<file path="src/rtl/mem_arbiter_pkg.sv">
// Shared types for the memory arbiter: bus word, RAM handshake state and
// arbitration FSM state.
package mem_arbiter_pkg;

  typedef logic [31:0] word_t;

  typedef enum logic [1:0] {
    FREE   = 2'd0,
    BUSY   = 2'd1,
    ACCESS = 2'd2,
    ERROR  = 2'd3
  } ramstate_t;

  typedef enum logic [1:0] {
    IDLE  = 2'd0,
    I_ACC = 2'd1,
    D_ACC = 2'd2
  } arb_state_t;

endpackage

</file>
<file path="src/rtl/mem_arbiter_if.sv">
// Bundle of the instruction, data and RAM-side signals around the arbiter.
// The arb modport is the arbiter's view; tb drives requests and the RAM side.
interface mem_arbiter_if;
  import mem_arbiter_pkg::*;

  logic      iREN;
  word_t     iaddr;
  logic      iwait;
  word_t     iload;
  logic      dREN;
  logic      dWEN;
  word_t     daddr;
  word_t     dstore;
  logic      dwait;
  word_t     dload;
  logic      ramREN;
  logic      ramWEN;
  word_t     ramaddr;
  word_t     ramstore;
  word_t     ramload;
  ramstate_t ramstate;
  logic      ramerr;

  modport arb (
    input  iREN, iaddr, dREN, dWEN, daddr, dstore, ramload, ramstate,
    output iwait, iload, dwait, dload, ramREN, ramWEN, ramaddr, ramstore, ramerr
  );

  modport tb (
    output iREN, iaddr, dREN, dWEN, daddr, dstore, ramload, ramstate,
    input  iwait, iload, dwait, dload, ramREN, ramWEN, ramaddr, ramstore, ramerr
  );

endinterface

</file>
<file path="src/rtl/mem_arbiter.sv">
// Shares one RAM port between instruction fetch and data accesses. Data wins
// arbitration unless the instruction side has waited STARVE_MAX data grants.
module mem_arbiter
  import mem_arbiter_pkg::*;
#(
  parameter int STARVE_MAX = 4
) (
  input  logic       CLK,
  input  logic       nRST,
  mem_arbiter_if.arb bus
);

  localparam int              CNT_W   = $clog2(STARVE_MAX + 1);
  localparam logic [CNT_W-1:0] CNT_MAX = CNT_W'(STARVE_MAX);

  arb_state_t       state;
  arb_state_t       next_state;
  logic [CNT_W-1:0] starve_cnt;
  logic [CNT_W-1:0] next_cnt;
  logic             err_q;
  logic             set_err;
  logic             d_req;

  assign d_req      = bus.dREN | bus.dWEN;
  assign bus.ramerr = err_q;

  always_comb begin
    next_state   = state;
    next_cnt     = starve_cnt;
    set_err      = 1'b0;
    bus.iwait    = 1'b1;
    bus.dwait    = 1'b1;
    bus.iload    = '0;
    bus.dload    = '0;
    bus.ramREN   = 1'b0;
    bus.ramWEN   = 1'b0;
    bus.ramaddr  = '0;
    bus.ramstore = '0;

    unique case (state)
      IDLE: begin
        // Data is granted unless the fetch side has hit its starvation bound.
        if (d_req && !(bus.iREN && starve_cnt == CNT_MAX)) begin
          next_state = D_ACC;
          next_cnt   = bus.iREN ? starve_cnt + 1'b1 : '0;
        end else if (bus.iREN) begin
          next_state = I_ACC;
          next_cnt   = '0;
        end else begin
          next_cnt   = '0;
        end
      end

      I_ACC: begin
        if (!bus.iREN) begin
          next_state = IDLE;
        end else begin
          bus.ramREN  = 1'b1;
          bus.ramaddr = bus.iaddr;
          case (bus.ramstate)
            ACCESS: begin
              bus.iwait  = 1'b0;
              bus.iload  = bus.ramload;
              next_state = IDLE;
            end
            ERROR: begin
              set_err    = 1'b1;
              next_state = IDLE;
            end
            default: next_state = I_ACC;
          endcase
        end
      end

      D_ACC: begin
        if (!d_req) begin
          next_state = IDLE;
        end else begin
          bus.ramWEN   = bus.dWEN;
          bus.ramREN   = bus.dREN & ~bus.dWEN;
          bus.ramaddr  = bus.daddr;
          bus.ramstore = bus.dstore;
          case (bus.ramstate)
            ACCESS: begin
              bus.dwait  = 1'b0;
              bus.dload  = bus.ramload;
              next_state = IDLE;
            end
            ERROR: begin
              set_err    = 1'b1;
              next_state = IDLE;
            end
            default: next_state = D_ACC;
          endcase
        end
      end

      default: next_state = IDLE;
    endcase
  end

  always_ff @(posedge CLK) begin
    if (!nRST) begin
      state      <= IDLE;
      starve_cnt <= '0;
      err_q      <= 1'b0;
    end else begin
      state      <= next_state;
      starve_cnt <= next_cnt;
      if (set_err) err_q <= 1'b1;
    end
  end

endmodule

</file>
<file path="src/flat_wrapper.sv">
// flat-port wrapper written by rule: the top's interface ports become plain ports
module mem_arbiter_flat import mem_arbiter_pkg::*;
#(
  parameter int STARVE_MAX = 4
)
  (CLK, nRST, bus_iREN, bus_iaddr, bus_dREN, bus_dWEN, bus_daddr, bus_dstore, bus_ramload, bus_ramstate, bus_iwait, bus_iload, bus_dwait, bus_dload, bus_ramREN, bus_ramWEN, bus_ramaddr, bus_ramstore, bus_ramerr);
  mem_arbiter_if bus_i ();
  input  logic CLK;
  input  logic nRST;
  input wire logic [$bits(bus_i.iREN)-1:0] bus_iREN;
  input wire logic [$bits(bus_i.iaddr)-1:0] bus_iaddr;
  input wire logic [$bits(bus_i.dREN)-1:0] bus_dREN;
  input wire logic [$bits(bus_i.dWEN)-1:0] bus_dWEN;
  input wire logic [$bits(bus_i.daddr)-1:0] bus_daddr;
  input wire logic [$bits(bus_i.dstore)-1:0] bus_dstore;
  input wire logic [$bits(bus_i.ramload)-1:0] bus_ramload;
  input wire logic [$bits(bus_i.ramstate)-1:0] bus_ramstate;
  output wire logic [$bits(bus_i.iwait)-1:0] bus_iwait;
  output wire logic [$bits(bus_i.iload)-1:0] bus_iload;
  output wire logic [$bits(bus_i.dwait)-1:0] bus_dwait;
  output wire logic [$bits(bus_i.dload)-1:0] bus_dload;
  output wire logic [$bits(bus_i.ramREN)-1:0] bus_ramREN;
  output wire logic [$bits(bus_i.ramWEN)-1:0] bus_ramWEN;
  output wire logic [$bits(bus_i.ramaddr)-1:0] bus_ramaddr;
  output wire logic [$bits(bus_i.ramstore)-1:0] bus_ramstore;
  output wire logic [$bits(bus_i.ramerr)-1:0] bus_ramerr;
  assign bus_i.iREN = bus_iREN;
  assign bus_i.iaddr = bus_iaddr;
  assign bus_i.dREN = bus_dREN;
  assign bus_i.dWEN = bus_dWEN;
  assign bus_i.daddr = bus_daddr;
  assign bus_i.dstore = bus_dstore;
  assign bus_i.ramload = bus_ramload;
  assign bus_i.ramstate = bus_ramstate;
  assign bus_iwait = bus_i.iwait;
  assign bus_iload = bus_i.iload;
  assign bus_dwait = bus_i.dwait;
  assign bus_dload = bus_i.dload;
  assign bus_ramREN = bus_i.ramREN;
  assign bus_ramWEN = bus_i.ramWEN;
  assign bus_ramaddr = bus_i.ramaddr;
  assign bus_ramstore = bus_i.ramstore;
  assign bus_ramerr = bus_i.ramerr;
  mem_arbiter #(.STARVE_MAX(STARVE_MAX)) u_core (.CLK(CLK), .nRST(nRST), .bus(bus_i));
endmodule
</file>
<file path="config.mk">
export PLATFORM = sky130hd
export DESIGN_NAME = mem_arbiter_flat
export DESIGN_NICKNAME = d
export VERILOG_FILES = /design/src/rtl/mem_arbiter_pkg.sv /design/src/rtl/mem_arbiter_if.sv /design/src/rtl/mem_arbiter.sv /design/src/flat_wrapper.sv
export SDC_FILE = /design/constraint.sdc
export NUM_CORES = 1
export LEC_CHECK = 0
export ABC_AREA = 1
export ABC_CLOCK_PERIOD_IN_PS = 1800
export CAP_MARGIN = 10
export CORE_AREA = 2 2 104 106
export CTS_BUF_LIST = sky130_fd_sc_hd__clkbuf_8
export CTS_CLUSTER_DIAMETER = 30
export CTS_CLUSTER_SIZE = 25
export DETAILED_ROUTE_END_ITERATION = 10
export DIE_AREA = 0 0 106 108
export DONT_BUFFER_PORTS = 1
export HOLD_SLACK_MARGIN = 0.12
export PLACE_DENSITY_LB_ADDON = 0.3
export SYNTH_ARGS = -nofsm -noshare
export SYNTH_HDL_FRONTEND = slang
export SYNTH_SLANG_ARGS = --single-unit
</file>
<file path="constraint.sdc">
create_clock -name CLK -period 1.8 [get_ports CLK]
set_input_delay 0.18 -clock CLK [delete_from_list [all_inputs] [get_ports CLK]]
set_output_delay 0.18 -clock CLK [all_outputs]
set_load 0.01 [all_outputs]
</file>
== Yosys cells after proc, flatten, opt, wreduce, memory -nomap -nowiden ==
Cells that the tools add are included.
Word-level totals
  register bits: 6
  input bits: 135
  output and inout bits: 133
Operators by class
  bitwise logic cells: 3
  mux-type cells: 33
  reduce and logical (&&, ||, !) cells: 5
  eq/ne operators: 6
  add/subtract/negate cells: 1
Operators by type and width (number)
  $mux W32: 9
  $pmux W32 S2: 1
  $mux W1: 13
  $mux W2: 5
  $eq A2 B2 Y1 const B: 3
  $mux W3: 2
  $pmux W2 S3: 1
  $pmux W1 S2: 2
  $add A3 B1 Y3 const B: 1
  $eq A3 B3 Y1 const B: 1
  $ne A3 B2 Y1 const B: 1
  $eq A2 B1 Y1 const B: 1
  $logic_and A1 B1 Y1: 2
  $logic_not A2 Y1: 1
  $reduce_or A2 Y1: 1
  $and A1 B1 Y1: 1
  $logic_not A1 Y1: 1
  $not A1 Y1: 1
  $or A1 B1 Y1: 1

== Depth between registers and ports, before layout ==
Gate-level depths: netlist of the first run.
  depth in word-level cells: 6
  mapped depth: 8
  gate-level depth less buffers: 8

== Least setup slack after synthesis of the first run ==
Ideal clock, no wire load.
  path kind: reg-to-output
  start point: register u_core.state[0]
  end point: output bus_ramREN
  arrival: 1.223 ns
  cell stages (with the launch flop): 6
  path slack: 0.397 ns
  data required time: 1.620 ns
  cells stage by stage: dfxtp_1 -> inv_1 -> ha_1 -> inv_1 -> clkbuf_1 -> a21oi_1
On the way
  longest elaborated chain between the ends: 2
  elaborated cells on any way between the ends: 3
  classes of those cells: 2 x eq/ne; 1 x mux
RTL lines
  from (decl): line mem_arbiter.sv:16  | arb_state_t state;
  from (signal assigned): line mem_arbiter.sv:108  | state <= next_state;
  $eq A2 B2 Y1 or $eq A2 B1 Y1 (tied branches): line mem_arbiter.sv:40  | unique case (state)
  $pmux W1 S2 *: line mem_arbiter.sv:40
  to (decl): line flat_wrapper.sv:22  | output wire logic [$bits(bus_i.ramREN)-1:0] bus_ramREN;
Mark *: on every way between the ends. The rest lies on a longest branch, timed or not.

== Worst setup path in the final report of the first run ==
  start point: register u_core.state[1]
  end point: output bus_iwait
On the way
  longest elaborated chain between the ends: 2
RTL lines
  $eq A2 B1 Y1: line mem_arbiter.sv:40
  $mux W1: line mem_arbiter.sv:40
  to (decl): line flat_wrapper.sv:18  | output wire logic [$bits(bus_i.iwait)-1:0] bus_iwait;
No other way between the ends.

==> flow_summary_export.csv, run 1 <==
group,metric,value,unit
run_status,outcome,"finished clean",
floorplanning,initial_core_util,16.3,%
final_layout,finalNetCount,489,
worst_setup_path,worstPathCellList,"inv_1, ha_1, nand2_2, clkinv_4, nand2_4, buf_4",
sta,finClkSkew,0.00159,ns
power,vdd_ir_drop_max,0.252,mV
clock_network,cts_root_buf,"clkbuf_8",
worst_setup_path,worst-r2r-setup-slack,0.09,ns
hold_path,holdPathStages,2,
final_layout,seqCellArea,123,um2
synthesis,async_flop_share,0,%
placed_design,port_buffers,0,
sta,fin_crit,1.76,ns
sta,rsz0062_at_grt,"yes",
clock_network,htree_levels,1,
global_route,grt_start_max_net_pins,36,
synthesis,yosys_warnings,0,
final_layout,syn_to_final_growth,14.7,%
global_route,grt-ovfl-total,0,
clock_network,cts_tree,"built",
synthesis,syn_nets,490,
worst_setup_path,worst-path-buf-inv,3,
hold_path,holdPathEnd,"u_core.starve_cnt[1]$_SDFFE_PN0N_",
power,leakagePower,0.938,nW
placed_design,dpl.hpwl,6130,um
global_route,antenna_found_initial,1,
drt,via_per_inst,4.41,
worst_setup_path,required,1.62,ns
synthesis,yosysUniqueCellTypes,18,
final_layout,final_util,18.7,%
floorplanning,coreArea,0.0102,mm2
sta,worstMarginPinSlew,0.570,ns
synthesis,yosys-top-cells-area,"nand2_1, nor2_1, a21oi_1",
power,finalPower,0.837,mW
global_route,grt_pass1_wl,9110,um
floorplanning,chipWidth,106,um
sta,fin_crit_sh,97.5,%
synthesis,synth_area_leader_cell,"nand2_1",
synthesis,syn_area,0.00167,mm2
synthesis,synth_cells,349,
floorplanning,die_h,108,um
placed_design,placed_cell_area,0.00182,mm2
clock_network,cts_buffer_depth,2,
drt,wire_per_inst,14.7,um
clock_network,numCtsBuffers,3,
synthesis,synth_ff_type,"dfxtp_1",
drt,drt_iter0_markers,87,
final_layout,multi_input_area,0.00122,mm2
clock_network,clock_latency,0.22,ns
floorplanning,dieArea,0.0114,mm2
synthesis,synth-edff-count,0,
floorplanning,ios,268,
worst_setup_path,critPathMaxFanout,33,
worst_setup_path,regToRegEndpoint,"u_core.starve_cnt[0]$_SDFFE_PN0N_",
drt,drc,0,
synthesis,synth-seq-cells,6,
final_layout,final_common_cell,"nand2_1",
worst_setup_path,slowest_delay,0.37,ns
placed_design,gp_congestion,0.712,
sta,final-setup-viol-count,0,
final_layout,final_cell_mix,"nand2_1, nor2_1, inv_1",
sta,relSlewSlack,61.9,%
worst_setup_path,r2r_start,"u_core.state[0]$_SDFFE_PN0P_",
global_route,grt_pass1_vias,1680,
drt,drt-pass1-iter-count,4,
sta,hold_viol,0,
worst_setup_path,rr_worst_depth,7,
clock_network,cts_sinks,6,
worst_setup_path,slowest_stage,"dfxtp_2",
worst_setup_path,start_kind,"flip-flop",
flow_run,drv_cap,0,
hold_path,min_from,"bus_iREN",
synthesis,synth_area_per_cell,4.79,um2
synthesis,yosysSeqAreaShare,7.19,%
final_layout,final_area,0.00192,mm2
clock_network,path_clk_slew,0.04,ns
worst_setup_path,endpoint_kind,"primary output",
floorplanning,num_rows,37,
worst_setup_path,cp.arrival,1.58,ns
sta,fmax,0.570,GHz
drt,vias,2128,
final_layout,fillerInstances,1187,
hold_path,hold_class,"in2reg",
sta,drv_slew,0,
final_layout,layout-drive-gt1-share,12.7,%
drt,finalWirelength,7120,um
worst_setup_path,cpLargestDelayFamily,"simple AND/OR/NAND/NOR gates",
drt,ant_nets,0,
power,p_per_area,436,mW/mm2
global_route,groute.usage.overall,10.3,%
synthesis,synth_top_area_share,24.7,%
worst_setup_path,crit_type,"reg2out",
-- how the worst max path moves through the flow --
stage,from,endpoint,cells after the start
after floorplan,u_core.state[0]$_SDFFE_PN0P_,bus_ramREN,5
after global placement,u_core.state[1]$_SDFFE_PN0P_,bus_ramREN,5
after detailed placement,u_core.state[0]$_SDFFE_PN0P_,bus_ramaddr[20],7
after CTS,u_core.state[1]$_SDFFE_PN0P_,bus_iwait,6
after global routing,u_core.state[1]$_SDFFE_PN0P_,bus_iwait,6
final,u_core.state[1]$_SDFFE_PN0P_,bus_iwait,6
-- cell type report --
| class | count | area share, % |
|---|---|---|
| inverter | 51 | 10.2 |
| antenna | 1 | 0.131 |
| multi-input combinational | 271 | 63.9 |
| timing repair buffer | 15 | 8.29 |
| sequential | 6 | 6.40 |
| tap | 136 | 8.88 |
| clock buffer | 3 | 2.15 |
-- where the power goes --
part           total, mW  switching [mW]  internal [mW]  leakage (nW)
Sequential         0.153         0.00932          0.143        0.0497
Combinational      0.481           0.338          0.143         0.867
Clock              0.203          0.0590          0.144        0.0216
Total              0.837           0.406          0.430         0.938
-- sequential cells by signal, indices dropped and copies added (netlist names) --
signal             cells
u_core.starve_cnt      3
u_core.state           2
u_core.bus.ramerr      1
-- cell usage after synthesis (2+ instances only) --
cell        n
inv_2       2
buf_6       9
o21ai_0     2
a21oi_1    40
buf_4       3
nand2_1   110
clkbuf_1    6
ha_1        6
dfxtp_1     6
nand3_1     7
inv_1      48
buf_2       3
nand2_4     3
nand2_2     4
nor2_1     88
nor2_2     10
-- per-stage QoR --
| stage | setup slack (ns) | TNS, ns | hold slack (ns) | std cells |
|---|---|---|---|---|
| floorplan | 0.397 | 0 | 0.318 | 349 |
| global placement | 0.261 | 0 | 0.327 | 477 |
| detailed placement | 0.233 | 0 | 0.329 | 477 |
| CTS | 0.0329 | 0 | 0.121 | 482 |
| global route | -0.0244 | -0.123 | 0.127 | 483 |
| finish | 0.0448 | 0 | 0.123 | 483 |
-- kinds of logic (layout without fill, tap and decap cells) --
logic type	Yosys count	after routing	synth area share (%)
and+or+nand+nor	222	222	53.8
buffers and inverters	72	69	21.4
AOI/OAI and AO/OA	42	42	12.6
adders and majority gates	6	6	4.49
DFF	6	6	7.19
xor gates and xnor gates	1	1	0.524
other	0	1	0
-- repair_timing --
action | 4_1_cts | 5_1_grt
setup endpoints to repair | 6 | 31
hold buffers | 2 | 0
pin swaps | 0 | 0
buffers inserted | 0 | 0
hold endpoints to repair | 1 | 0
resized for setup | 4 | 6
-- routing by layer --
metal / GRT usage [%] / vias to the layer above / part of all wire, %
met5: 0 / - / 0
met4: 3.20 / 0 / 2.4
met3: 2.59 / 8 / 10
met2: 19.9 / 153 / 51
met1: 11.0 / 943 / 36
li1: - / 1024 / -
Note: power is estimated with default switching activity, not from simulation.
==> inputs of run 2 (changes only) <==
--- a/config.mk
+++ b/config.mk
@@ -6,7 +6,7 @@
 export NUM_CORES = 1
 export LEC_CHECK = 0
 export ABC_AREA = 1
-export ABC_CLOCK_PERIOD_IN_PS = 1800
+export ABC_CLOCK_PERIOD_IN_PS = 2200
 export CAP_MARGIN = 10
 export CORE_AREA = 2 2 104 106
 export CTS_BUF_LIST = sky130_fd_sc_hd__clkbuf_8
==> constraint.sdc (replaced) <==
create_clock -name CLK -period 2.2 [get_ports CLK]
set_input_delay 0.22 -clock CLK [delete_from_list [all_inputs] [get_ports CLK]]
set_output_delay 0.22 -clock CLK [all_outputs]
set_load 0.01 [all_outputs]
==> run 2 against run 1 <==
Against the previous run:
- critical path depth stayed put
- clock power fell by 15%
- via count down 1.5%
- combinational power decreased by 27%
- final area shrank 8.6%
- sequential power down 20%
- flip-flop and latch count unchanged
- hold slack improved by 0.015 ns
- power is 23% lower
- clock skew grew 0.00051 ns
- critical path type unchanged
==> flow_summary_export.csv, run 2 (synthesized netlist as in run 1, its figures left out) <==
group,metric,value,unit
placed_design,pre_cts_ws,0.338,ns
final_layout,final_area,0.00175,mm2
final_layout,syn_to_final_growth,4.79,%
clock_network,holdBufCountCts,0,
floorplanning,chipWidth,106,um
clock_network,cts_buffer_depth,2,
placed_design,placed_cell_area,0.00169,mm2
global_route,groute.usage.overall,10.0,%
drt,wire_per_inst,14.5,um
placed_design,dpl.hpwl,5820,um
power,vdd_ir_drop_max,0.247,mV
worst_setup_path,r2r_start,"u_core.state[0]$_SDFFE_PN0P_",
placed_design,port_buffers,0,
floorplanning,initial_core_util,16.3,%
worst_setup_path,required,1.98,ns
worst_setup_path,regToRegEndpoint,"u_core.bus.ramerr$_SDFFE_PN0P_",
clock_network,numCtsBuffers,3,
final_layout,final_cell_mix,"nand2_1, nor2_1, inv_1",
floorplanning,die_h,108,um
final_layout,largest_register_ffs,3,
sta,fmax,0.500,GHz
sta,setup_tns,0,ns
worst_setup_path,cp.arrival,1.78,ns
sta,drv_slew,0,
power,finalPower,0.646,mW
drt,drt_iter0_markers,83,
clock_network,cts_sinks,6,
worst_setup_path,worst-r2r-setup-slack,0.65,ns
worst_setup_path,critPathMaxFanout,34,
worst_setup_path,start_kind,"flip-flop",
clock_network,htree_levels,1,
final_layout,top_register,"u_core.starve_cnt",
drt,drt-pass1-iter-count,4,
drt,drc,0,
sta,hold_viol,0,
worst_setup_path,crit_type,"reg2out",
sta,worstMarginPinSlew,0.553,ns
final_layout,finalNetCount,476,
final_layout,final_common_cell,"nand2_1",
run_status,outcome,"finished clean",
power,p_per_area,369,mW/mm2
clock_network,path_clk_slew,0.04,ns
hold_path,holdPathEnd,"u_core.starve_cnt[0]$_SDFFE_PN0N_",
sta,worst_slack,0.200,ns
global_route,grt_start_max_net_pins,36,
sta,finClkSkew,0.00210,ns
global_route,grt_pass1_vias,1663,
global_route,grt_pass1_wl,8870,um
sta,rsz0062_at_grt,"no",
drt,vias,2097,
floorplanning,num_rows,37,
flow_run,drv_cap,0,
drt,via_per_inst,4.46,
floorplanning,ios,268,
global_route,antenna_found_initial,1,
clock_network,cts_root_buf,"clkbuf_8",
hold_path,hold_class,"in2reg",
global_route,grt-ovfl-total,0,
power,leakagePower,0.856,nW
sta,final-setup-viol-count,0,
floorplanning,dieArea,0.0114,mm2
worst_setup_path,rr_worst_depth,6,
sta,relSlewSlack,63.0,%
hold_path,min_from,"nRST",
placed_design,gp_congestion,0.775,
clock_network,cts_tree,"built",
sta,fin_crit,2.00,ns
clock_network,clock_latency,0.23,ns
worst_setup_path,endpoint_kind,"primary output",
floorplanning,coreArea,0.0102,mm2
final_layout,layout-drive-gt1-share,7.81,%
drt,ant_nets,0,
hold_path,holdPathStages,2,
sta,fin_crit_sh,90.9,%
drt,finalWirelength,6830,um
## run 2: cell count changes in the layout (fill, tap and decap cells not counted), moves of 2 or more
cell	change
a21oi_1	+5
buf_12	-3
a21oi_2	-5
buf_4	-7
dlygate4sd3_1	-2
dfxtp_2	-2
dfxtp_1	+2
## run 2: stage by stage
| stage | hold WS, ns | util (%) | std cells |
|---|---|---|---|
| after CTS | 0.141 | 16.9 | 468 |
| after global routing | 0.148 | 17.1 | 470 |
| final | 0.137 | 17.1 | 470 |
| after global placement | 0.368 | 16.5 | 465 |
| after detailed placement | 0.376 | 16.5 | 465 |
| after floorplan | 0.358 | - | 349 |
## run 2: area by class of cell
class,count,area (um2)
multi-input combinational,271,1200
antenna,1,2.50
clock buffer,3,41.3
sequential,6,120
inverter,51,200
timing repair buffer,2,15.0
fill,1204,8480
tap,136,170
## run 2: power breakdown
group / switching, mW / total (mW) / leakage, nW / internal [mW]
Sequential: 0.00589 / 0.123 / 0.0490 / 0.117
Combinational: 0.270 / 0.351 / 0.785 / 0.0815
Clock: 0.0540 / 0.172 / 0.0216 / 0.118
Total: 0.329 / 0.646 / 0.856 / 0.316
## run 2: worst max-delay path, stage by stage (launching register included)
cell and delay, ns:
dfxtp_1 0.37, inv_1 0.08, ha_1 0.19, nand2_2 0.10
clkinv_4 0.23, nand2_4 0.41, nor2_1 0.16
## run 2: metal layers
| metal | vias up | GRT usage (%) | wire length, um |
|---|---|---|---|
| li1 | 996 | - | - |
| met2 | 152 | 19.9 | 3560 |
| met4 | 0 | 3.85 | 193 |
| met3 | 9 | 1.63 | 590 |
| met1 | 940 | 10.5 | 2490 |
| met5 | - | 0 | 0 |
## run 2: worst max path at each step
stage / cells past startpoint / from / to
after floorplan: 5 / u_core.state[0]$_SDFFE_PN0P_ / bus_ramREN
after global placement: 6 / u_core.state[0]$_SDFFE_PN0P_ / bus_dload[26]
after detailed placement: 6 / u_core.state[0]$_SDFFE_PN0P_ / bus_dload[7]
after CTS: 6 / u_core.state[0]$_SDFFE_PN0P_ / bus_dload[7]
after global routing: 6 / u_core.state[0]$_SDFFE_PN0P_ / bus_dload[25]
final: 6 / u_core.state[1]$_SDFFE_PN0P_ / bus_iload[12]
## run 2: what timing repair did
action | in CTS | in global routing
setup buffers | 0 | 1
gates resized for setup | 0 | 2
setup endpoints to repair | 0 | 36
